--- config.mk ---
export PLATFORM = sky130hd
export DESIGN_NAME = sat_counter
export DESIGN_NICKNAME = d
export VERILOG_FILES = /design/src/rtl/sat_counter.sv
export SDC_FILE = /design/constraint.sdc
export NUM_CORES = 1
export LEC_CHECK = 0
export ABC_CLOCK_PERIOD_IN_PS = 1600
export CAP_MARGIN = 20
export CORE_MARGIN = 2
export CORE_UTILIZATION = 44
export DETAILED_ROUTE_END_ITERATION = 10
export PLACE_DENSITY = 0.73
export SETUP_SLACK_MARGIN = 0.4
export SYNTH_ARGS = -nofsm -noshare
export SYNTH_HDL_FRONTEND = slang
export SYNTH_SLANG_ARGS = --single-unit
--- constraint.sdc ---
create_clock -name clk -period 1.6 [get_ports clk]
set_input_delay 0.32 -clock clk [delete_from_list [all_inputs] [get_ports clk]]
set_output_delay 0.32 -clock clk [all_outputs]
set_load 0.01 [all_outputs]
--- src/rtl/sat_counter.sv ---
// Saturating event counter; a clear wins over an increment but still
// records an event arriving in the same cycle.
module sat_counter #(
    parameter int W = 16
) (
    input  logic         clk,
    input  logic         rst,
    input  logic         inc,
    input  logic         clr,
    output logic [W-1:0] cnt
);
    logic [W-1:0] cnt_reg;

    always_ff @(posedge clk or negedge rst) begin
        if (!rst) begin
            cnt_reg <= '0;
        end else if (clr) begin
            cnt_reg <= inc ? W'(1) : '0;
        end else if (inc && (cnt_reg != '1)) begin
            cnt_reg <= cnt_reg + W'(1);
        end
    end

    assign cnt = cnt_reg;
endmodule

# Yosys cells after proc, flatten, opt, wreduce, memory -nomap -nowiden
# Index checks and enable logic that the tools add are counted.
# op_classes
add_sub_neg,1
eq_ne,1
n_mux,3
reduce_logical,2
# op_table
operator,n
2-to-1 mux 16 bit,2
"adder 16 x 1 -> 16 bit, second input constant",1
"inequality test 16 bit, second input constant",1
nonzero test 2 bit,1
logical AND 1 bit,1
2-to-1 mux 1 bit,1
# totals
register_bits,16
inputBits,4
out_inout_bits,16
word_cells,8

# Longest topological paths before layout
# Gate-level depths: netlist of run 1.
# depth
depth_word,4
mapped_depth,6
ltp_nobuf,5

# Least setup slack after synthesis of run 1
# OpenSTA, ideal clock, no wires.
# synth_timing
kind,register -> register
from,reg cnt_reg[0] (netlist: cnt[0])
to,reg cnt_reg[6] (netlist: cnt[6])
setup_time_ps,127
t_arrival_ps,1713
t_required_ps,1473
path_slack_ps,-240
stages_incl_launch_ff,6
n_path_buf,0
period_less_slack_ps,1840
cell_sequence,dfrtp_1 -> ha_1 -> inv_1 -> or4_1 -> nand3_1 -> mux2_1
# synth_via
elab_chain_len,3
word_cells_on_any_way,6
cone_classes,add/sub: 1; eq/ne: 1; mux: 2; reduce/logical: 2
# synth_rtl
element,line_no,source
"start, declared",12,logic [W-1:0] cnt_reg;
"start signal, assigned",18,cnt_reg <= inc ? W'(1) : '0;
"start signal, assigned",20,cnt_reg <= cnt_reg + W'(1);
adder 16 x 1 -> 16 bit / inequality test 16 bit (equally long branches),"20, 19",
2-to-1 mux 16 bit / logical AND 1 bit (equally long branches),19,end else if (inc && (cnt_reg != '1)) begin
2-to-1 mux 16 bit / nonzero test 2 bit (equally long branches),n/a,
# Several ways; a longest one is shown, not always the timed one. The select of a mux whose other input is x is not followed.
# A chain may end at the register's enable or synchronous reset.

# Final worst setup path of run 1
# layout_timing
from,reg cnt_reg[14] (netlist: cnt[14])
to,reg cnt_reg[1] (netlist: cnt[1])
# layout_via
elab_chain_len,3
# layout_rtl
element,line_no
inequality test 16 bit,19
logical AND 1 bit,19
nonzero test 2 bit (no source line),n/a
# Every way passes these cells.

==> metrics, run 1 <==
Critical Path Sink Type register; CP Depth 7; f_max between 500 and 600 MHz; crit path launch cnt[14]; clk_lat worst skew 0.31 ns; xor and xnor area share after synthesis 0; Setup Viol. Count Final 12; chip width slightly above 50 µm; pre-CTS setup slack -0.318 ns; Yosys warning count 0; GRT overflow 0; dpl hpwl 1900 µm; Seq/Total Area, Yosys 0.417; largest area contributor in the netlist dfrtp_1; vias in the first global route 1159; Worst Hold Class in2async; number of flops mapped to enable cells by yosys 0; Port Buffer Count 19; syn_area_per_cell between 9 and 10 µm²; Pwr Density roughly 430 mW/mm²; Post-CTS Hold Buffers 0; Tightest Pin Transition between 0.3 and 0.4 ns; Max Transition Viols Final 0; final net count ~180; via density per instance 6.36; failing checks negative setup slack; largest family of logic cells by synthesized area simple AND/OR/NAND/NOR gates; initial core utilization 0.479; largest net degree at the start of global routing 22; mux share of post-synthesis cell area 0.0574; slack of the critical path -0.160 ns; Int Power slightly below 0.0006 W; Max Cap Viol 0; Worst Path Buf+Inv 3; Mapped Area 960 µm²; first-pass GRT wire length roughly 5400 µm; clock tree sinks 16; cells along the critical path buf_6 > nand4_1 > buf_4 > nor4_2 > buf_4 > nand3b_1 > a21oi_1; final antenna diode count 0; top-level I/O count 20; DIE AREA ~0.0026 mm²; vias 1291; Simple-Gate Fraction of Synth Area 0.318; GRT Util Overall 0.277; Distinct cells, synth 39; Compound-Gate Fraction of Synth Area 0.149; drt initial violations 75; CTS tree built; Area Growth Syn to Fin 100%; core area about 0.0020 mm²; cell area after layout about 0.0019 mm²; CTS Buf Count 3; Slew headroom 0.757; Synth area leaders dfrtp_1, nor2_1, mux2_2; DRC viols 0; Yosys top cell area share 0.417; WL per Instance between 20 and 25 µm; power share of the combinational group 0.187; Syn Inst Count 102; commonest non-fill, non-tap cell in the layout buf_4; adder-cell share of the synthesized area 0.0130; routed wire length 4730 µm; Routed Antenna Nets 0; worst path arrival time roughly 2.0 ns; outcome complete, but fails checks; Pre-antenna DRT Iters 4; final core utilization 0.961; fin crit share 1.10; Worst Clk Skew between 0.007 and 0.008 ns; reg-to-reg endpoint cnt[1]; Clock Path Buffers 2; Top FF cell, synth dfrtp_1; Sequential Power Share 0.514; most common cell type on the critical path buf_4; Peak supply drop approximately 0.63 mV; FP Rows 16; RR Startpoint cnt[14]; max reg flops 16; Worst Path Required between 1.5 and 2 ns; layout cell share with drive strength beyond 1 0.716; Final min period approximately 1.8 ns; P_sw approximately 0.00024 W; #FFs+latches synth 16; Final Hold Viols 0; Root Driver clkbuf_4; setup slack, reg-to-reg -0.16 ns; static leakage between 0.8 and 0.9 nW; RSZ-0062 raised after global routing yes; initial antenna violation count 0; post-placement cell area 0.00146 mm²; CP Class reg2reg; Max stage delay on crit path around 0.42 ns; asr flop ratio synth 1.00; delay-heaviest family, CP simple AND/OR/NAND/NOR gates; syn_nets 107; hold slack ~0.37 ns; gpl congestion approximately 0.84; Reg clk slew, reported paths about 0.1 ns; H-tree depth 1; Net Sw Frac 0.289; Die Height 50.7 µm; final setup TNS -1.08 ns; Clock power frac 0.298; Slowest cell on crit path dfrtp_1; CP startpoint kind register; reg2reg path depth 7; fill count 43; Crit Path Max Fanout 6; most frequent cells in the layout buf_4, buf_6, dfrtp_2
## worst max path at each step
| stage | end |
|---|---|
| floorplan | cnt[6] |
| global placement | cnt[11] |
| detailed placement | cnt[11] |
| CTS | cnt[9] |
| global route | cnt[0] |
| finish | cnt[1] |
## through the flow
| step | cells | total power, W |
|---|---|---|
| 6_report | 203 | 0.000822 |
| 5_1_grt | 203 | 0.000839 |
| 2_1_floorplan | 102 | 0.000469 |
| 4_1_cts | 191 | 0.000770 |
| 3_5_place_dp | 173 | 0.000536 |
| 3_3_place_gp | 173 | 0.000532 |
## layout make-up
| cell class | instances | area [µm²] | share of cell area |
|---|---|---|---|
| multi-input cells | 76 | 729 | 0.379 |
| repair buffers | 75 | 701 | 0.364 |
| flip-flops and latches | 16 | 414 | 0.215 |
| well taps | 27 | 33.8 | 0.0176 |
| clock buffers | 4 | 26.3 | 0.0137 |
| inverters | 5 | 18.8 | 0.00976 |
## cells in the mapped netlist (2+ instances only)
master and n:
a211oi_1 2, nand4_1 4, nor3_1 5, or4_1 2, nor2b_1 3, o21ai_0 2
nor4_1 3, dfrtp_1 16, nand3_1 5, o311ai_0 2, nand2_1 5, mux2_2 3
inv_1 5, a21oi_1 6, buf_2 2, o41ai_1 3, nor2_1 12
## layer usage
layer  share of wire  wire length [µm]  track usage
met2            0.49              2310        0.509
met1            0.38              1780        0.339
met3           0.079               374       0.0327
met5               0                 0            0
met4           0.057               272       0.0721
## cell families (layout without fill, tap and decap cells)
| logic type | count (synthesis) | count (layout) |
|---|---|---|
| fa+ha+maj | 1 | 1 |
| buf+inv | 10 | 84 |
| flops | 16 | 16 |
| simple gates | 50 | 50 |
| compound gates | 20 | 20 |
| mux | 5 | 5 |
## what timing repair did
item	CTS	global route
gates cloned	0	0
endpoints found under the setup margin	32	32
gates resized for setup	95	37
pin swaps	12	8
setup buffers	14	12
## power groups by stage
| stage | Clock (W) | Sequential [W] | Combinational (W) |
|---|---|---|---|
| after detailed placement | 0 | 0.000430 | 0.000106 |
| after global placement | 0 | 0.000429 | 0.000103 |
| after floorplan | 0 | 0.000434 | 0.0000350 |
| after global routing | 0.000253 | 0.000424 | 0.000162 |
| after CTS | 0.000231 | 0.000421 | 0.000118 |
| final | 0.000245 | 0.000423 | 0.000154 |
Power figures use the tool's default switching activity.
==> inputs of run 2 (changes only) <==
--- a/config.mk
+++ b/config.mk
@@ -11,7 +11,7 @@
 export CORE_UTILIZATION = 44
 export DETAILED_ROUTE_END_ITERATION = 10
 export PLACE_DENSITY = 0.73
-export SETUP_SLACK_MARGIN = 0.4
+export SETUP_SLACK_MARGIN = 0.3
 export SYNTH_ARGS = -nofsm -noshare
 export SYNTH_HDL_FRONTEND = slang
 export SYNTH_SLANG_ARGS = --single-unit
==> run 2 against run 1 <==
Effect of this change:
- the run still ends with negative setup slack left
- clock skew shrank 0.0046 ns
- largest cell class unchanged
- wire length is 18% lower
- hold slack worse by 0.037 ns
- sequential cell count unchanged
- critical path depth shrank 2
- cell area is 6.2% lower
- sequential power barely moved
==> metrics, run 2 (same netlist as run 1, synthesis figures left out) <==
Pwr Density 477 mW/mm² (+11%); Port Buffer Count 19 (unchanged); layout cell share with drive strength beyond 1 0.656 (-0.0595); Worst Clk Skew 0.00248 ns (-0.00461 ns); max reg flops 16 (unchanged); commonest non-fill, non-tap cell in the layout buf_4; Clock Path Buffers 2 (unchanged); Peak supply drop 0.498 mV (-21%); FP Rows 16 (unchanged); Crit Path Max Fanout 6 (unchanged); Max stage delay on crit path 0.45 ns (+0.03 ns); top-level I/O count 20 (unchanged); fin crit share 1.03 (-0.0703); RSZ-0062 raised after global routing yes; GRT Util Overall 0.244 (-0.0330); failing checks negative setup slack; Reg clk slew, reported paths 0.11 ns (about the same); vias 1160 (-10%); cells along the critical path buf_4 > nand3_4 > or2_4 > or4_1 > a21oi_1; DRC viols 0 (unchanged); Slew headroom 0.750 (-0.00732); outcome complete, but fails checks; static leakage 0.779 nW (-5.9%); final antenna diode count 0 (unchanged); cell area after layout 0.00180 mm² (-6.2%); Clock power frac 0.346 (+0.048); CTS tree built; chip width 50.7 µm (unchanged); Worst Path Required 1.83 ns (+0.04 ns); worst path arrival time 1.88 ns (-0.07 ns); delay-heaviest family, CP simple AND/OR/NAND/NOR gates; Tightest Pin Transition 0.371 ns (+0.0101 ns); drt initial violations 16 (-79%); Final min period 1.65 ns (-0.112 ns); gpl congestion 0.874 (+4.1%); CP Class reg2reg; H-tree depth 1 (unchanged); Pre-antenna DRT Iters 4 (unchanged); final net count 169 (-7.1%); fill count 77 (+79%); P_sw 0.000241 W (+1.5%); Routed Antenna Nets 0 (unchanged); post-placement cell area 0.00141 mm² (-3.3%); initial core utilization 0.479 (unchanged); DIE AREA 0.00257 mm² (unchanged); dpl hpwl 1840 µm (-3.4%); largest net degree at the start of global routing 22 (unchanged); GRT overflow 0 (unchanged); Setup Viol. Count Final 2 (-10); Root Driver clkbuf_4; Slowest cell on crit path or4_1; slack of the critical path -0.0471 ns (+0.112 ns); Critical Path Sink Type register; core area 0.00200 mm² (unchanged); first-pass GRT wire length 4700 µm (-12%); via density per instance 6.11 (-4.0%); routed wire length 3860 µm (-18%); f_max 607 MHz (+6.8%); Worst Path Buf+Inv 1 (-2); pre-CTS setup slack -0.308 ns (+0.00990 ns); power share of the combinational group 0.163 (-0.024); hold slack 0.338 ns (-0.0366 ns); WL per Instance 20.3 µm (-13%); Max Transition Viols Final 0 (unchanged); Sequential Power Share 0.491 (-0.023); initial antenna violation count 0 (unchanged); Post-CTS Hold Buffers 0 (unchanged); CTS Buf Count 3 (unchanged); Worst Hold Class in2async; Final Hold Viols 0 (unchanged); final core utilization 0.901 (-0.0600); Max Cap Viol 0 (unchanged); Int Power 0.000618 W (+5.7%); CP startpoint kind register; clk_lat worst skew 0.30 ns (about the same); vias in the first global route 1054 (-9.1%); Die Height 50.7 µm (unchanged); Area Growth Syn to Fin 87.9%; Net Sw Frac 0.281 (-0.00842); clock tree sinks 16 (unchanged); most frequent cells in the layout buf_4, buf_6, dfrtp_2
[run 2: what timing repair did]
item,CTS,global route
hold endpoints to repair,0,0
setup buffers,10,8
cloned,0,0
pin swaps,5,13
resized for setup,72,49
endpoints found under the setup margin,32,30
[run 2: final cells by class]
class                   count  area (µm²)  area share
multi-input cells          76         721       0.400
repair buffers             62         577       0.320
flip-flops and latches     16         414       0.230
well taps                  27        33.8      0.0187
clock buffers               4        36.3      0.0201
inverters                   5        21.3      0.0118
[run 2: final timing paths]
path,startpoint,end,slack (ns),cells after the start
max in group asynchronous,rst,cnt[1],1.05,2
max,cnt[4],cnt[11],-0.05,5
max reg2reg,cnt[4],cnt[11],-0.05,5
min,rst,cnt[4],0.34,2
min in group clk,inc,cnt[9],0.66,5
min reg2reg,cnt[7],cnt[7],0.67,2
[run 2: stage by stage]
stage / instances / setup TNS [ns] / power (W)
floorplan: 102 / -0.0112 / 0.000469
CTS: 182 / 0 / 0.000821
global route: 190 / -0.280 / 0.000878
global placement: 168 / -2.02 / 0.000526
finish: 190 / -0.0803 / 0.000859
detailed placement: 168 / -2.48 / 0.000531
[run 2: power groups by stage]
stage | Sequential, W | Clock, W | Combinational [W]
floorplan | 0.000434 | 0 | 0.0000345
global placement | 0.000431 | 0 | 0.0000958
detailed placement | 0.000431 | 0 | 0.0000998
CTS | 0.000421 | 0.000281 | 0.000119
global route | 0.000423 | 0.000307 | 0.000149
finish | 0.000422 | 0.000297 | 0.000140
[run 2: layer usage]
metal,up-vias,track usage,wire (µm)
met1,574,0.282,1510
li1,514,-,-
met3,16,0.0476,194
met2,56,0.445,2020
met4,0,0.0811,132
met5,-,0,0
